## src/rtl/uart_msg_tx.sv

```systemverilog
// uart_msg_tx: buffered UART message transmitter with RTS flow control.
// Define UART_MSG_TX_PARITY_EN to add an even-parity bit to each frame.
module uart_msg_tx #(
    parameter int CLK_HZ    = 50000000,
    parameter int BAUD      = 9600,
    parameter int DEPTH     = 32,
    parameter int STOP_BITS = 1,
    localparam int AW       = $clog2(DEPTH)
) (
    input  logic          clk,
    input  logic          rst,
    input  logic          wr_en,
    input  logic [AW-1:0] wr_addr,
    input  logic [7:0]    wr_data,
    input  logic [AW:0]   msg_len,
    input  logic          start,
    input  logic          repeat_en,
    input  logic          rts_n,
    output logic          txd,
    output logic          busy,
    output logic          done,
    output logic          byte_strobe
);

    localparam int DIV = CLK_HZ / BAUD;
    localparam int CW  = (DIV > 2) ? $clog2(DIV) : 1;

    localparam logic [CW-1:0] CNT_END  = CW'(DIV - 1);
    localparam logic [2:0]    STOP_END = 3'(STOP_BITS - 1);
    localparam logic [AW:0]   LEN_MAX  = (AW+1)'(DEPTH);
    localparam logic [AW:0]   IDX_ONE  = (AW+1)'(1);

`ifdef UART_MSG_TX_PARITY_EN
    typedef enum logic [2:0] {
        IDLE, WAIT_RTS, START, DATA,
        PARITY, STOP, NEXT
    } state_t;
`else
    typedef enum logic [2:0] {
        IDLE, WAIT_RTS, START, DATA,
        STOP, NEXT
    } state_t;
`endif

    state_t state_q, state_d;

    logic [CW-1:0] cnt_q, cnt_d;
    logic [2:0]    bit_q, bit_d;
    logic [7:0]    sh_q, sh_d;
    logic [AW:0]   idx_q, idx_d;
    logic [AW:0]   len_q, len_d;
    logic          rep_q, rep_d;
    logic          done_q, done_d;
    logic          stb_q, stb_d;
    logic          txd_q, txd_d;
`ifdef UART_MSG_TX_PARITY_EN
    logic          par_q, par_d;
`endif

    logic [7:0]  mem [DEPTH];
    logic [7:0]  rd_byte;
    logic [AW:0] len_in;
    logic [AW:0] idx_nx;
    logic        bit_end;
    logic        more;
    logic        again;
    logic        fin;

    // Buffer is writable at all times and never cleared by reset
    always_ff @(posedge clk) begin
        if (wr_en) begin
            mem[wr_addr] <= wr_data;
        end
    end

    assign rd_byte = mem[idx_q[AW-1:0]];
    assign len_in  = (msg_len > LEN_MAX) ? LEN_MAX : msg_len;
    assign idx_nx  = idx_q + IDX_ONE;
    assign bit_end = (cnt_q == CNT_END);
    assign more    = (idx_nx < len_q);
    assign again   = !more && rep_q && repeat_en;
    assign fin     = !more && !again;

    always_comb begin
        state_d = state_q;
        cnt_d   = '0;
        bit_d   = bit_q;
        sh_d    = sh_q;
        idx_d   = idx_q;
        len_d   = len_q;
        rep_d   = rep_q;
        done_d  = 1'b0;
        stb_d   = 1'b0;
`ifdef UART_MSG_TX_PARITY_EN
        par_d   = par_q;
`endif
        unique case (state_q)
            IDLE: begin
                if (start && msg_len != '0) begin
                    len_d   = len_in;
                    rep_d   = repeat_en;
                    idx_d   = '0;
                    state_d = WAIT_RTS;
                end
            end
            WAIT_RTS: begin
                if (!rts_n) begin
                    sh_d    = rd_byte;
`ifdef UART_MSG_TX_PARITY_EN
                    par_d   = ^rd_byte;
`endif
                    stb_d   = 1'b1;
                    state_d = START;
                end
            end
            START: begin
                cnt_d = bit_end ? '0 : cnt_q + CW'(1);
                if (bit_end) begin
                    bit_d   = '0;
                    state_d = DATA;
                end
            end
            DATA: begin
                cnt_d = bit_end ? '0 : cnt_q + CW'(1);
                if (bit_end) begin
                    if (bit_q == 3'd7) begin
                        bit_d   = '0;
`ifdef UART_MSG_TX_PARITY_EN
                        state_d = PARITY;
`else
                        state_d = STOP;
`endif
                    end else begin
                        bit_d = bit_q + 3'd1;
                        sh_d  = {1'b0, sh_q[7:1]};
                    end
                end
            end
`ifdef UART_MSG_TX_PARITY_EN
            PARITY: begin
                cnt_d = bit_end ? '0 : cnt_q + CW'(1);
                if (bit_end) begin
                    bit_d   = '0;
                    state_d = STOP;
                end
            end
`endif
            STOP: begin
                cnt_d = bit_end ? '0 : cnt_q + CW'(1);
                if (bit_end) begin
                    if (bit_q == STOP_END) begin
                        bit_d   = '0;
                        state_d = NEXT;
                    end else begin
                        bit_d = bit_q + 3'd1;
                    end
                end
            end
            NEXT: begin
                unique case (1'b1)
                    more: begin
                        idx_d   = idx_nx;
                        state_d = WAIT_RTS;
                    end
                    again: begin
                        idx_d   = '0;
                        state_d = WAIT_RTS;
                    end
                    fin: begin
                        idx_d   = '0;
                        done_d  = 1'b1;
                        state_d = IDLE;
                    end
                    default: state_d = IDLE;
                endcase
            end
            default: state_d = IDLE;
        endcase
    end

    // Line level follows the state being entered, so txd is a clean flop
    always_comb begin
        txd_d = 1'b1;
        unique case (state_d)
            START:   txd_d = 1'b0;
            DATA:    txd_d = sh_d[0];
`ifdef UART_MSG_TX_PARITY_EN
            PARITY:  txd_d = par_q;
`endif
            default: txd_d = 1'b1;
        endcase
    end

    always_ff @(posedge clk) begin
        if (rst) begin
            state_q <= IDLE;
            cnt_q   <= '0;
            bit_q   <= '0;
            sh_q    <= '0;
            idx_q   <= '0;
            len_q   <= '0;
            rep_q   <= 1'b0;
            done_q  <= 1'b0;
            stb_q   <= 1'b0;
            txd_q   <= 1'b1;
`ifdef UART_MSG_TX_PARITY_EN
            par_q   <= 1'b0;
`endif
        end else begin
            state_q <= state_d;
            cnt_q   <= cnt_d;
            bit_q   <= bit_d;
            sh_q    <= sh_d;
            idx_q   <= idx_d;
            len_q   <= len_d;
            rep_q   <= rep_d;
            done_q  <= done_d;
            stb_q   <= stb_d;
            txd_q   <= txd_d;
`ifdef UART_MSG_TX_PARITY_EN
            par_q   <= par_d;
`endif
        end
    end

    assign txd         = txd_q;
    assign busy        = (state_q != IDLE);
    assign done        = done_q;
    assign byte_strobe = stb_q;

endmodule

```

## config.mk

```make
export PLATFORM = sky130hd
export DESIGN_NAME = uart_msg_tx
export DESIGN_NICKNAME = d
export VERILOG_FILES = /design/src/rtl/uart_msg_tx.sv
export SDC_FILE = /design/constraint.sdc
export NUM_CORES = 1
export LEC_CHECK = 0
export BUFFER_PORTS_ARGS = -buffer_cell sky130_fd_sc_hd__buf_2
export CAP_MARGIN = 20
export CORE_MARGIN = 5
export CORE_UTILIZATION = 55
export DETAILED_ROUTE_END_ITERATION = 8
export PLACE_DENSITY = 0.75
export SLEW_MARGIN = 20
export SYNTH_ARGS = -nofsm -noshare
export SYNTH_HDL_FRONTEND = slang
export SYNTH_SLANG_ARGS = --single-unit
export TNS_END_PERCENT = 1
```

## constraint.sdc

```tcl
create_clock -name clk -period 2.42 [get_ports clk]
set_input_delay 0.363 -clock clk [delete_from_list [all_inputs] [get_ports clk]]
set_output_delay 0.363 -clock clk [all_outputs]
set_load 0.1 [all_outputs]
```

## Yosys cells after proc, flatten, opt, wreduce, memory -nomap -nowiden

Memories as Yosys holds them, arrays and structs flattened. A register that Yosys moved wholly into a read port is not among the register bits.
Cells that the tools add are included.

- Bits in registers: 43
- Latch bits: 0
- RAM bits: 256
- Bits in read-only memories: 0
- Input port bits: 25
- Output and inout bits: 4
- Word-level logic and storage cells: 89
- Memories kept: 1

- Add/sub/neg operators: 3
- Multiply operators: 0
- Div/mod/pow operators: 0
- Magnitude comparators: 2
- Equality and inequality tests: 16
- Shift-type cells: 0
- Muxes and demuxes: 30
- Bitwise operators: 3
- Reductions and logical operators: 23

Memories:

| name | depth | bits a word | read ports | clocked after memory_dff | wr ports | line | text |
|---|---|---|---|---|---|---|---|
| mem | 32 | 8 | 1 | 1 | 1 | 60 | `logic [7:0] mem [DEPTH];` |

Operators with widths:

| kind | count |
|---|---|
| two-way mux 3 bit | 12 |
| two-way mux 8 bit | 3 |
| case mux 6 bit (2 select lines) | 2 |
| case mux 3 bit (6 select lines) | 1 |
| case mux 8 bit (2 select lines) | 1 |
| adder 13 x 1 -> 13 bit, second input constant | 1 |
| equality test 13 bit, second input constant | 1 |
| equality test 3 x 2 -> 1 bit, second input constant | 4 |
| two-way mux 6 bit | 2 |
| != test 2 bit, second input constant | 6 |
| two-way mux 5 bit | 2 |
| equality test 3 bit, second input constant | 3 |
| case mux 3 bit (3 select lines) | 1 |
| AND reduction 4 bit | 2 |
| OR reduction 2 bit | 4 |
| adder 6 x 1 -> 6 bit, second input constant | 1 |
| greater-than comparator 6 bit, second input constant | 1 |
| zero test 3 bit | 2 |
| less-than comparator 6 bit | 1 |
| nonzero test 3 bit | 2 |
| nonzero test 6 bit | 1 |
| OR reduction 3 bit | 2 |
| two-way mux 1 bit | 5 |
| logical AND 1 bit | 4 |
| 9 further kinds | 13 |

## Logic depth before layout (Yosys ltp)

- Word-level depth: 12
- Mapped depth: 9
- Mapped depth without buffers: 9

## Worst setup path before layout

Ideal clock, no wire load.

- Path type: register to register
- From: register idx_q[0]
- To: register (tool-made name)
- Setup time: 0.078 ns
- Data arrival time: 2.156 ns
- Required time: 2.342 ns
- Setup slack: 0.187 ns
- Cell stages (with the launch flop): 10
- Path buffers: 0
- Clock period less this slack: 2.233 ns
- Cell sequence: dfxtp_1 nand3_1 and2_1 or2_2 ha_1 a21o_1 a21o_1 a211oi_1 o21ai_0 a21oi_1

RTL lines:

| item | line | text |
|---|---|---|
| from (decl) | 50 | `logic [AW:0] idx_q, idx_d;` |
| from (signal assigned) | 214 | `idx_q <= idx_d;` |

==> impl_metrics.env <==
export IMPL_crit_path_frequent_cell="sky130_fd_sc_hd__mux4_2"
export IMPL_inserted_clock_buffers=30
export IMPL_power_sequential_fraction_pct=53.1
export IMPL_final_min_clock_period_ps=2320
export IMPL_timing_critical_path_fanout_max=12
export IMPL_power_density_cell_area_nw_per_um2=775
export IMPL_syn_to_final_growth_pct=15.3
export IMPL_cp_num_buf_inv=1
export IMPL_drv_slew=0
export IMPL_clock_fmax_mhz=431
export IMPL_vdd_ir_drop_max_mv=0.807
export IMPL_ioPinCount=29
export IMPL_layoutNonFillerInstCount=1083
export IMPL_fraction_of_final_layout_cells_sized_beyond_drive_strength_1_pct=28.6
export IMPL_cts_sinks=304
export IMPL_via_count=6618
export IMPL_worst_path_max_delay_cell="sky130_fd_sc_hd__mux4_2"
export IMPL_dp_slack_ps=-92.7
export IMPL_synth_seq_area_share_pct=71.0
export IMPL_ys_flop_type="sky130_fd_sc_hd__edfxtp_1"
export IMPL_critPathMaxStageDelay_ps=550
export IMPL_run_status="completed"
export IMPL_power_switching_fraction_pct=20.4
export IMPL_setup_slack_ps=98.5
export IMPL_core_area_sq_um=21800
export IMPL_floorplan_die_width_microns=159
export IMPL_ys_ff_latch=304
export IMPL_grt_setup_unrepaired="true"
export IMPL_power_report_internal_total_uw=8660
export IMPL_synthesis_area_sq_um=12200
export IMPL_initial_utilization_pct=55.8
export IMPL_worst_hold_startpoint="repeat_en"
export IMPL_clkTransAtPathRegs_ps=60
export IMPL_drt_iter0_drcs=575
export IMPL_drt_pass1_iterations=5
export IMPL_p_sw_uw=2220
export IMPL_hold_viol_final=0
export IMPL_num_nets_final=814
export IMPL_place_detailed_instances=1026
export IMPL_cp_arrival_ps=2720
export IMPL_synth_net_count=728
export IMPL_setup_viol_count_final=0
export IMPL_synthesis_yosys_warnings=0
export IMPL_globalRouteTotalUtil_pct=19.7
export IMPL_remaining_drc_errors=0
export IMPL_vias_per_cell=6.11
export IMPL_grt_pass1_wl_microns=39300
export IMPL_grt_overflow_total=0
export IMPL_endpoint_kind="flop"
export IMPL_maxCapViolCount=0
export IMPL_grt_pass1_vias=6754
export IMPL_tns_ps=0
export IMPL_post_route_period_util_pct=95.9
export IMPL_async_reset_ff_share_pct=0
export IMPL_worst_ep_required_time_ps=2820
export IMPL_syn_area_per_cell_sq_um=17.6
export IMPL_cpLargestDelayFamily="multiplexers"
export IMPL_ant_nets=0
export IMPL_port_buffer_count=28
export IMPL_clkLatencyLatePin_ps=570
export IMPL_timing_slew_headroom_pct=49.3
export IMPL_cp_start_kind="flop"
export IMPL_clock_skew_ps=28.8
export IMPL_fraction_of_power_consumed_by_the_clock_network_pct=43.9
export IMPL_cp_cell_sequence="buf_4, mux4_2, mux4_2, a22oi_1, o21ai_1"
export IMPL_syn_inst=693
export IMPL_total_power_uw=10900
export IMPL_tightest_slew_ps=760
export IMPL_detailed_route_wire_length_microns=25000
export IMPL_cts_max_path_buffers=3
export IMPL_cts_htree_levels=1
export IMPL_grt_antenna_before_repair=0
export IMPL_yosys_cell_types_count=53
export IMPL_synth_enable_flop_cells=256
export IMPL_cts_hold_repair_buffers=0
export IMPL_cts_tree="done"
export IMPL_chipHeight_microns=159
export IMPL_leakage_power_of_the_design_uw=0.00458
export IMPL_cts_root_buf="sky130_fd_sc_hd__clkbuf_16"
export IMPL_die_footprint_sq_um=25200
export IMPL_hold_path_class="input pin to flop"
export IMPL_combinational_group_share_of_total_power_pct=3.0
export IMPL_grt_start_max_net_pins=39
export IMPL_detailed_placement_hpwl_microns=15700
export IMPL_inserted_diodes=0
export IMPL_placement_rows=54
export IMPL_wire_per_inst_microns=23.1
export IMPL_timing_setup_critical_path_class="flop to flop"
export IMPL_place_gp_congestion=0.832
export IMPL_num_fill_cells=1460
[synthesized netlist by cell type (5+ instances only)]
| cell | n | area (sq um) |
|---|---|---|
| sky130_fd_sc_hd__o21ai_0 | 7 | 35.0 |
| sky130_fd_sc_hd__xor2_1 | 8 | 70.1 |
| sky130_fd_sc_hd__nor2_1 | 63 | 236 |
| sky130_fd_sc_hd__dfxtp_1 | 48 | 961 |
| sky130_fd_sc_hd__buf_6 | 5 | 56.3 |
| sky130_fd_sc_hd__mux2i_1 | 8 | 80.1 |
| sky130_fd_sc_hd__edfxtp_1 | 256 | 7690 |
| sky130_fd_sc_hd__nand3_1 | 15 | 75.1 |
| sky130_fd_sc_hd__mux4_2 | 73 | 1640 |
| sky130_fd_sc_hd__xnor2_1 | 5 | 43.8 |
| sky130_fd_sc_hd__a21oi_1 | 22 | 110 |
| sky130_fd_sc_hd__a22oi_1 | 6 | 45.0 |
| sky130_fd_sc_hd__clkbuf_1 | 14 | 52.6 |
| sky130_fd_sc_hd__buf_2 | 8 | 40.0 |
| sky130_fd_sc_hd__nor2b_1 | 10 | 62.6 |
| sky130_fd_sc_hd__ha_1 | 10 | 125 |
| sky130_fd_sc_hd__nand3b_1 | 11 | 82.6 |
| sky130_fd_sc_hd__nand2_1 | 28 | 105 |
| sky130_fd_sc_hd__nor3_1 | 6 | 30.0 |
| sky130_fd_sc_hd__and3_1 | 17 | 106 |
| sky130_fd_sc_hd__inv_1 | 10 | 37.5 |
[per-stage QoR]
step | cell area [sq um] | util [%] | hold slack [ps]
6_report | 14000 | 64.4 | 64.3
4_1_cts | 14000 | 64.1 | 50.1
3_5_place_dp | 13000 | 59.4 | 454
5_1_grt | 14000 | 64.4 | 68.6
2_1_floorplan | 12200 | - | 432
3_3_place_gp | 13000 | 59.4 | 445
[area by class of cell]
| class | instances | area (sq um) | area share, % |
|---|---|---|---|
| Tap cell | 280 | 350 | 2.49 |
| Timing Repair Buffer | 85 | 613 | 4.36 |
| Inverter | 10 | 37.5 | 0.267 |
| Clock inverter | 25 | 288 | 2.05 |
| Sequential cell | 304 | 8660 | 61.6 |
| Clock buffer | 31 | 754 | 5.37 |
| Multi-Input combinational cell | 348 | 3350 | 23.8 |
[path summary, 6_finish.rpt]
| kind | cells after the start | endpoint | slack, ps |
|---|---|---|---|
| setup / recovery | 5 | sh_q[3]$_SDFFE_PP0P_ | 100 |
| hold / removal | 3 | rep_q$_SDFFE_PP0P_ | 60 |
| setup reg to reg | 5 | sh_q[3]$_SDFFE_PP0P_ | 100 |
| hold reg to reg | 2 | len_q[3]$_SDFFE_PP0P_ | 460 |
[cell families (layout without fill, tap and decap cells)]
family / Yosys count / in the layout / synth area share [%]
DFF: 304 / 304 / 71.0
and+or+nand+nor: 175 / 175 / 7.27
muxes: 85 / 85 / 14.5
xor gates and xnor gates: 13 / 13 / 0.935
AOI/OAI and AO/OA: 65 / 65 / 3.47
buffers and inverters: 41 / 151 / 1.75
adders and majority gates: 10 / 10 / 1.03
[routing by layer]
| metal | vias to the layer above | track usage (%) | share of wire, % |
|---|---|---|---|
| met3 | 43 | 3.16 | 6.5 |
| met1 | 3375 | 27.0 | 40 |
| met2 | 252 | 33.6 | 51 |
| met5 | - | 0 | 0 |
| li1 | 2948 | - | - |
| met4 | 0 | 4.69 | 2.1 |
[power by group through the flow]
stage               Combinational (uW)  Clock [uW]  Sequential [uW]
finish                             329        4780             5770
global route                       359        5090             5780
CTS                                329        4850             5770
detailed placement                 326           0             5880
global placement                   308           0             5880
floorplan                          163           0             5890
[placed cells by master, fill, tap and decap left out, drive strengths merged, types with 12 or more instances in the layout]
cell type,count
nor2,64
nand3,15
edfxtp,256
mux4,73
nand2,28
a21oi,22
inv,12
and3,17
buf,85
dfxtp,48
clkinv,14
clkbuf,31
[registers in the layout (all words and copies together) (netlist names), 3 cells and up, named ones only]
register	cells
state_q	3
len_q	6
cnt_q	13
mem	256
sh_q	8
bit_q	3
idx_q	6
[timing repair]
item	in CTS	in global routing
endpoints found under the setup margin	2	15
pin swaps	0	2
setup buffers	0	1
gates resized for setup	1	9
[worst min-delay path, cell delays in order]
cell and delay [ps]:
sky130_fd_sc_hd__buf_2 100, sky130_fd_sc_hd__nand2_1 50, sky130_fd_sc_hd__a21oi_1 50
No activity file was read; power rests on OpenSTA's default activity.
